### src/rtl/pb_encoder.sv
// Pushbutton priority encoder: synchronizes the 21 raw button levels, debounces
// press and release, emits the highest pressed index as a 5-bit key code with a
// one-cycle strobe, and maintains an 8-nibble hex entry register.
module pb_encoder #(
   parameter int DEBOUNCE = 2  // stable cycles to accept a press/release, 1..15
) (
   input  logic        hz100,
   input  logic        reset,
   input  logic [20:0] pb,
   output logic [4:0]  code,
   output logic        strobe,
   output logic        pressed,
   output logic [31:0] digits,
   output logic [3:0]  ndigits
);

   typedef enum logic [1:0] {
      IDLE,
      DB_PRESS,
      HELD,
      DB_RELEASE
   } state_t;

   localparam logic [3:0] DB_CNT    = 4'(DEBOUNCE);
   localparam logic [4:0] KEY_BKSP  = 5'd16;
   localparam logic [4:0] KEY_CLEAR = 5'd17;

   logic [20:0] s1_q, s1_d;
   logic [20:0] s2_q, s2_d;
   state_t      state_q, state_d;
   logic [3:0]  cnt_q, cnt_d;
   logic [4:0]  cand_q, cand_d;
   logic [4:0]  code_q, code_d;
   logic        strobe_q, strobe_d;
   logic        pressed_q, pressed_d;
   logic [31:0] digits_q, digits_d;
   logic [3:0]  ndigits_q, ndigits_d;

   logic        any;
   logic [4:0]  enc;

   // Priority encode the synchronized levels: highest set index wins.
   always_comb begin
      enc = '0;
      for (int i = 0; i < 21; i++) begin
         if (s2_q[i]) enc = 5'(i);
      end
   end

   assign any = |s2_q;

   // Next-state logic for the synchronizer, debounce FSM, outputs and digit register.
   always_comb begin
      // NOTE: every signal gets a default up front so no branch leaves one unassigned, which would infer a latch.
      s1_d      = pb;
      s2_d      = s1_q;
      state_d   = state_q;
      cnt_d     = cnt_q;
      cand_d    = cand_q;
      code_d    = code_q;
      strobe_d  = 1'b0;
      pressed_d = pressed_q;
      digits_d  = digits_q;
      ndigits_d = ndigits_q;

      unique case (state_q)
         IDLE: begin
            if (any) begin
               state_d = DB_PRESS;
               cand_d  = enc;
               cnt_d   = 4'd1;
            end
         end

         DB_PRESS: begin
            if (!any) begin
               state_d = IDLE;
            end else if (enc != cand_q) begin
               // Highest index moved: restart the debounce on the new candidate.
               cand_d = enc;
               cnt_d  = 4'd1;
            end else if (cnt_q == DB_CNT) begin
               state_d   = HELD;
               code_d    = cand_q;
               strobe_d  = 1'b1;
               pressed_d = 1'b1;
               if (cand_q <= 5'd15) begin
                  digits_d = {digits_q[27:0], cand_q[3:0]};
                  if (ndigits_q != 4'd8) ndigits_d = ndigits_q + 4'd1;
               end else if (cand_q == KEY_BKSP) begin
                  digits_d = {4'h0, digits_q[31:4]};
                  if (ndigits_q != 4'd0) ndigits_d = ndigits_q - 4'd1;
               end else if (cand_q == KEY_CLEAR) begin
                  digits_d  = '0;
                  ndigits_d = '0;
               end
            end else begin
               cnt_d = cnt_q + 4'd1;
            end
         end

         HELD: begin
            // Changes among held buttons are ignored; only full release matters.
            if (!any) begin
               state_d = DB_RELEASE;
               cnt_d   = 4'd1;
            end
         end

         DB_RELEASE: begin
            if (any) begin
               state_d = HELD;
            end else if (cnt_q == DB_CNT) begin
               state_d   = IDLE;
               pressed_d = 1'b0;
            end else begin
               cnt_d = cnt_q + 4'd1;
            end
         end

         default: state_d = IDLE;
      endcase
   end

   // State register with synchronous active-high reset.
   always_ff @(posedge hz100) begin
      // NOTE: non-blocking assignments so every flop samples pre-edge values regardless of statement order.
      if (reset) begin
         s1_q      <= '0;
         s2_q      <= '0;
         state_q   <= IDLE;
         cnt_q     <= '0;
         cand_q    <= '0;
         code_q    <= '0;
         strobe_q  <= 1'b0;
         pressed_q <= 1'b0;
         digits_q  <= '0;
         ndigits_q <= '0;
      end else begin
         s1_q      <= s1_d;
         s2_q      <= s2_d;
         state_q   <= state_d;
         cnt_q     <= cnt_d;
         cand_q    <= cand_d;
         code_q    <= code_d;
         strobe_q  <= strobe_d;
         pressed_q <= pressed_d;
         digits_q  <= digits_d;
         ndigits_q <= ndigits_d;
      end
   end

   assign code    = code_q;
   assign strobe  = strobe_q;
   assign pressed = pressed_q;
   assign digits  = digits_q;
   assign ndigits = ndigits_q;

endmodule
### config.mk
export PLATFORM = sky130hd
export DESIGN_NAME = pb_encoder
export DESIGN_NICKNAME = d
export VERILOG_FILES = /design/src/rtl/pb_encoder.sv
export SDC_FILE = /design/constraint.sdc
export NUM_CORES = 1
export LEC_CHECK = 0
export CAP_MARGIN = 20
export CORE_ASPECT_RATIO = 1.75
export CORE_UTILIZATION = 57
export CTS_CLUSTER_DIAMETER = 80
export DETAILED_ROUTE_END_ITERATION = 8
export GPL_TIMING_DRIVEN = 0
export HOLD_SLACK_MARGIN = 0.05
export PLACE_DENSITY = 0.95
export SYNTH_ARGS = -nofsm -noshare
export SYNTH_HDL_FRONTEND = slang
export SYNTH_SLANG_ARGS = --single-unit
### constraint.sdc
create_clock -name hz100 -period 4.95 [get_ports hz100]
set_input_delay 0.495 -clock hz100 [delete_from_list [all_inputs] [get_ports hz100]]
set_output_delay 0.495 -clock hz100 [all_outputs]
set_load 0.005 [all_outputs]
==> results by group <==
Clocking
  – Clock transition at the registers of the reported paths: 70 ps
  – Latest clock arrival within the worst-skew pair: 360 ps
  – CTS sink count: 96
  – Number of buffers added by the clock tree synthesis step: 9
  – CTS max path bufs: 2
  – Setup Buffers After CTS: 0
  – # resized after CTS: 0
  – Clock tree from TritonCTS: done
  – Master cell of the clock root buffer: sky130_fd_sc_hd__clkbuf_16
  – Number of hold-repair buffers added at the cts stage: 0
  – CTS HTree Levels: 3

Power
  – Sequential cell fraction of total power: 0.488
  – Switching Fraction: 0.267
  – P_leak: 1.73 nW
  – Proportion of power drawn by combinational gates: 0.107
  – Worst vdd rail ir drop: 0.000284 V
  – Internal Pwr Total: 1.22 mW
  – Total power divided by cell area: 328 nW/um^2
  – Clk pwr share: 0.405
  – Switching power: 0.445 mW

Place
  – Sum of net half-perimeters after detailed placement: 7030 microns
  – Routability-driven placement congestion ratio: 0.898
  – Instance area at placement: 4790 sq um
  – Placement Setup Slack: 2010 ps
  – Count of buffers inserted at the top-level ports: 64

Setup path
  – Launching point of the worst reg2reg path: s2_q[19]
  – Reg2Reg Depth: 9
  – Endpoint class of the critical path: flip-flop
  – Worst r2r dst: ndigits[3]
  – Element type at the critical path start: flip-flop
  – Internal reg-to-reg setup slack: 1930 ps
  – Path type of the worst setup path: flip-flop to flip-flop
  – WP data arrival: 3280 ps
  – Largest driver fanout on the critical path: 9
  – Data required time at the worst endpoint: 5210 ps

STA
  – Worst-case clock skew: 6.89 ps
  – Post-route worst setup slack: 1930 ps
  – Final Hold Fails: 0
  – RSZ-0062 raised after global routing: no
  – Max Clk Rate: 0.331 GHz
  – Worst hold slack across all endpoints: 435 ps
  – Worst-case headroom to the max-slew limit: 0.477
  – Slew at the pin closest to its max-slew limit: 780 ps
  – Period Utilization, post-route: 0.611
  – Post-Route Setup TNS: 0 ps
  – Final setup fails: 0
  – Pins over their slew limit: 0
  – Post-layout minimum cycle time: 3020 ps

Finish
  – Layout net count: 537
  – Storage cell area: 1920 sq um
  – Final instance area: 5080 sq um
  – Antenna Cells: 0
  – Multi-input combinational cell area: 1920 sq um
  – Share of post-route cells with drive strength above 1: 0.0738
  – Synth-to-Final Area Change: 25.6%
  – Final core utilization: 0.740
  – Most frequent standard cell in the layout excluding fill and tap cells: sky130_fd_sc_hd__dfxtp_1
  – Fill cells: 468
  – Commonest cells after routing, fill and taps aside: sky130_fd_sc_hd__dfxtp_1, sky130_fd_sc_hd__clkdlybuf4s50_1, sky130_fd_sc_hd__nor2_1

Route
  – Length of the first detailed-routing pass in iterations: 4
  – Final routed wire length divided by cell count: 16.5 microns
  – Count of antenna-violating nets left after detailed routing: 0
  – Via-to-Cell Ratio: 6.01
  – Total number of vias: 3598
  – # DRC: 0
  – Total Routed Length: 9890 microns
  – Initial DRC Count: 237

GRT
  – Via count of the first global-routing pass: 3610
  – Antenna violations before repair: 0
  – Largest net degree at the start of global routing: 19
  – Met1 layer usage reported by global route: 0.258
  – First-pass GRT wire length: 16100 microns
  – Peak-usage layer in the global routing report: met2
  – Global routing met2 resource utilization: 0.514
  – Global router's overall resource usage: 0.283
  – Met3 demand-to-capacity share in global routing: 0.0530
  – Congestion Overflow GR: 0

Floorplanning
  – DIE AREA: 7450 sq um
  – Ports: 66
  – Core Area: 6860 sq um
  – Initial standard-cell utilization of the core: 0.590
  – Overall die height: 113 microns
  – Overall die width: 65.7 microns
  – FP Rows: 40

Hold path
  – Hold path endpoint: s2_q[2]
  – Class of the worst hold path: flip-flop to flip-flop
  – Min-delay src: s1_q[2]
  – Cell depth of the worst min-delay path: 1

Synth
  – Post-synthesis average cell area: 9.29 sq um
  – Synthesized netlist net count: 462
  – Synthesis-stage register bit count: 96
  – Sequential area share after synthesis: 0.475
  – Number of enable flip-flop cells after synthesis: 0
  – Count of synthesis-stage warnings from yosys: 0
  – Synth cell types: 62
  – Async set or reset register ratio after synthesis: 0
  – Post-synthesis instance area: 4040 sq um
  – Most used flip-flop cell after synthesis: sky130_fd_sc_hd__dfxtp_1
  – Count of mapped cells out of synthesis: 435

Status
  – Outcome: completed

Job
  – Max Cap Viol: 0
==> through the flow <==
step	total power, mW	std cells
2_1_floorplan	0.949	435
3_3_place_gp	0.994	583
3_5_place_dp	1.00	583
4_1_cts	1.66	599
5_1_grt	1.72	599
6_report	1.67	599
==> worst max path at each step <==
stage	slack, ps	depth (start not counted)	from	to
floorplan	2350	10	s2_q[18]	digits[28]
global route	1740	9	s2_q[19]	ndigits[3]
global placement	2100	9	s2_q[18]	ndigits[3]
CTS	1970	8	s2_q[13]	ndigits[3]
finish	1930	9	s2_q[19]	ndigits[3]
detailed placement	2010	8	s2_q[13]	ndigits[3]
==> worst max-delay path, stage by stage (launching register included) <==
cell	delay (ps)
sky130_fd_sc_hd__dfxtp_1	300
sky130_fd_sc_hd__clkbuf_1	200
sky130_fd_sc_hd__or4_1	430
sky130_fd_sc_hd__nor4_1	410
sky130_fd_sc_hd__mux2i_1	160
sky130_fd_sc_hd__o21ai_2	190
sky130_fd_sc_hd__o211ai_4	160
sky130_fd_sc_hd__nor3_2	700
sky130_fd_sc_hd__nand2_2	90
sky130_fd_sc_hd__o41ai_2	290
==> kinds of logic after synthesis <==
| kind of cell | Yosys count | synth area share |
|---|---|---|
| compound gates | 114 | 0.212 |
| buf+inv | 44 | 0.0504 |
| fa+ha+maj | 4 | 0.0124 |
| mux | 9 | 0.0226 |
| simple gates | 165 | 0.221 |
| xor+xnor | 3 | 0.00650 |
| flops | 96 | 0.475 |
==> metal layers <==
metal	routed length [microns]	part of all wire	vias to the layer above
met1	3520	0.36	1697
met4	539	0.054	0
li1	-	-	1717
met2	5430	0.55	137
met3	394	0.040	47
met5	0	0	-
==> cell type report <==
class                           count  area share
Sequential cell                    96       0.379
Inverter                           14      0.0104
Buffer                             30      0.0298
Clock buffer                       10      0.0451
Multi-Input combinational cell    295       0.378
Timing Repair Buffer               64       0.126
Clock inverter                      6      0.0116
Tap cell                           84      0.0207
==> cell usage after synthesis, types with 8 or more instances <==
master / n / share of area
sky130_fd_sc_hd__nand2_1: 14 / 0.013
sky130_fd_sc_hd__dfxtp_1: 96 / 0.48
sky130_fd_sc_hd__nor2b_1: 43 / 0.067
sky130_fd_sc_hd__mux2i_1: 8 / 0.020
sky130_fd_sc_hd__a22oi_1: 29 / 0.054
sky130_fd_sc_hd__nor3_1: 8 / 0.0099
sky130_fd_sc_hd__a211oi_1: 31 / 0.058
sky130_fd_sc_hd__inv_1: 13 / 0.012
sky130_fd_sc_hd__o21ai_0: 8 / 0.0099
sky130_fd_sc_hd__nor2_1: 55 / 0.051
sky130_fd_sc_hd__clkbuf_1: 22 / 0.020
sky130_fd_sc_hd__a21oi_1: 12 / 0.015
==> power by group through the flow <==
stage / clock network (mW) / registers (mW) / logic [mW]
after global routing: 0.709 / 0.816 / 0.194
after detailed placement: 0 / 0.830 / 0.172
final: 0.676 / 0.813 / 0.178
after floorplan: 0 / 0.825 / 0.124
after global placement: 0 / 0.828 / 0.165
after CTS: 0.674 / 0.813 / 0.175
==> sequential cells by signal, indices dropped and copies added (netlist names), 4 cells and up, named ones only <==
register,cells
code,5
s1_q,21
ndigits,4
cand_q,5
cnt_q,4
digits,32
s2_q,21
No activity file was read; power rests on OpenSTA's default activity.
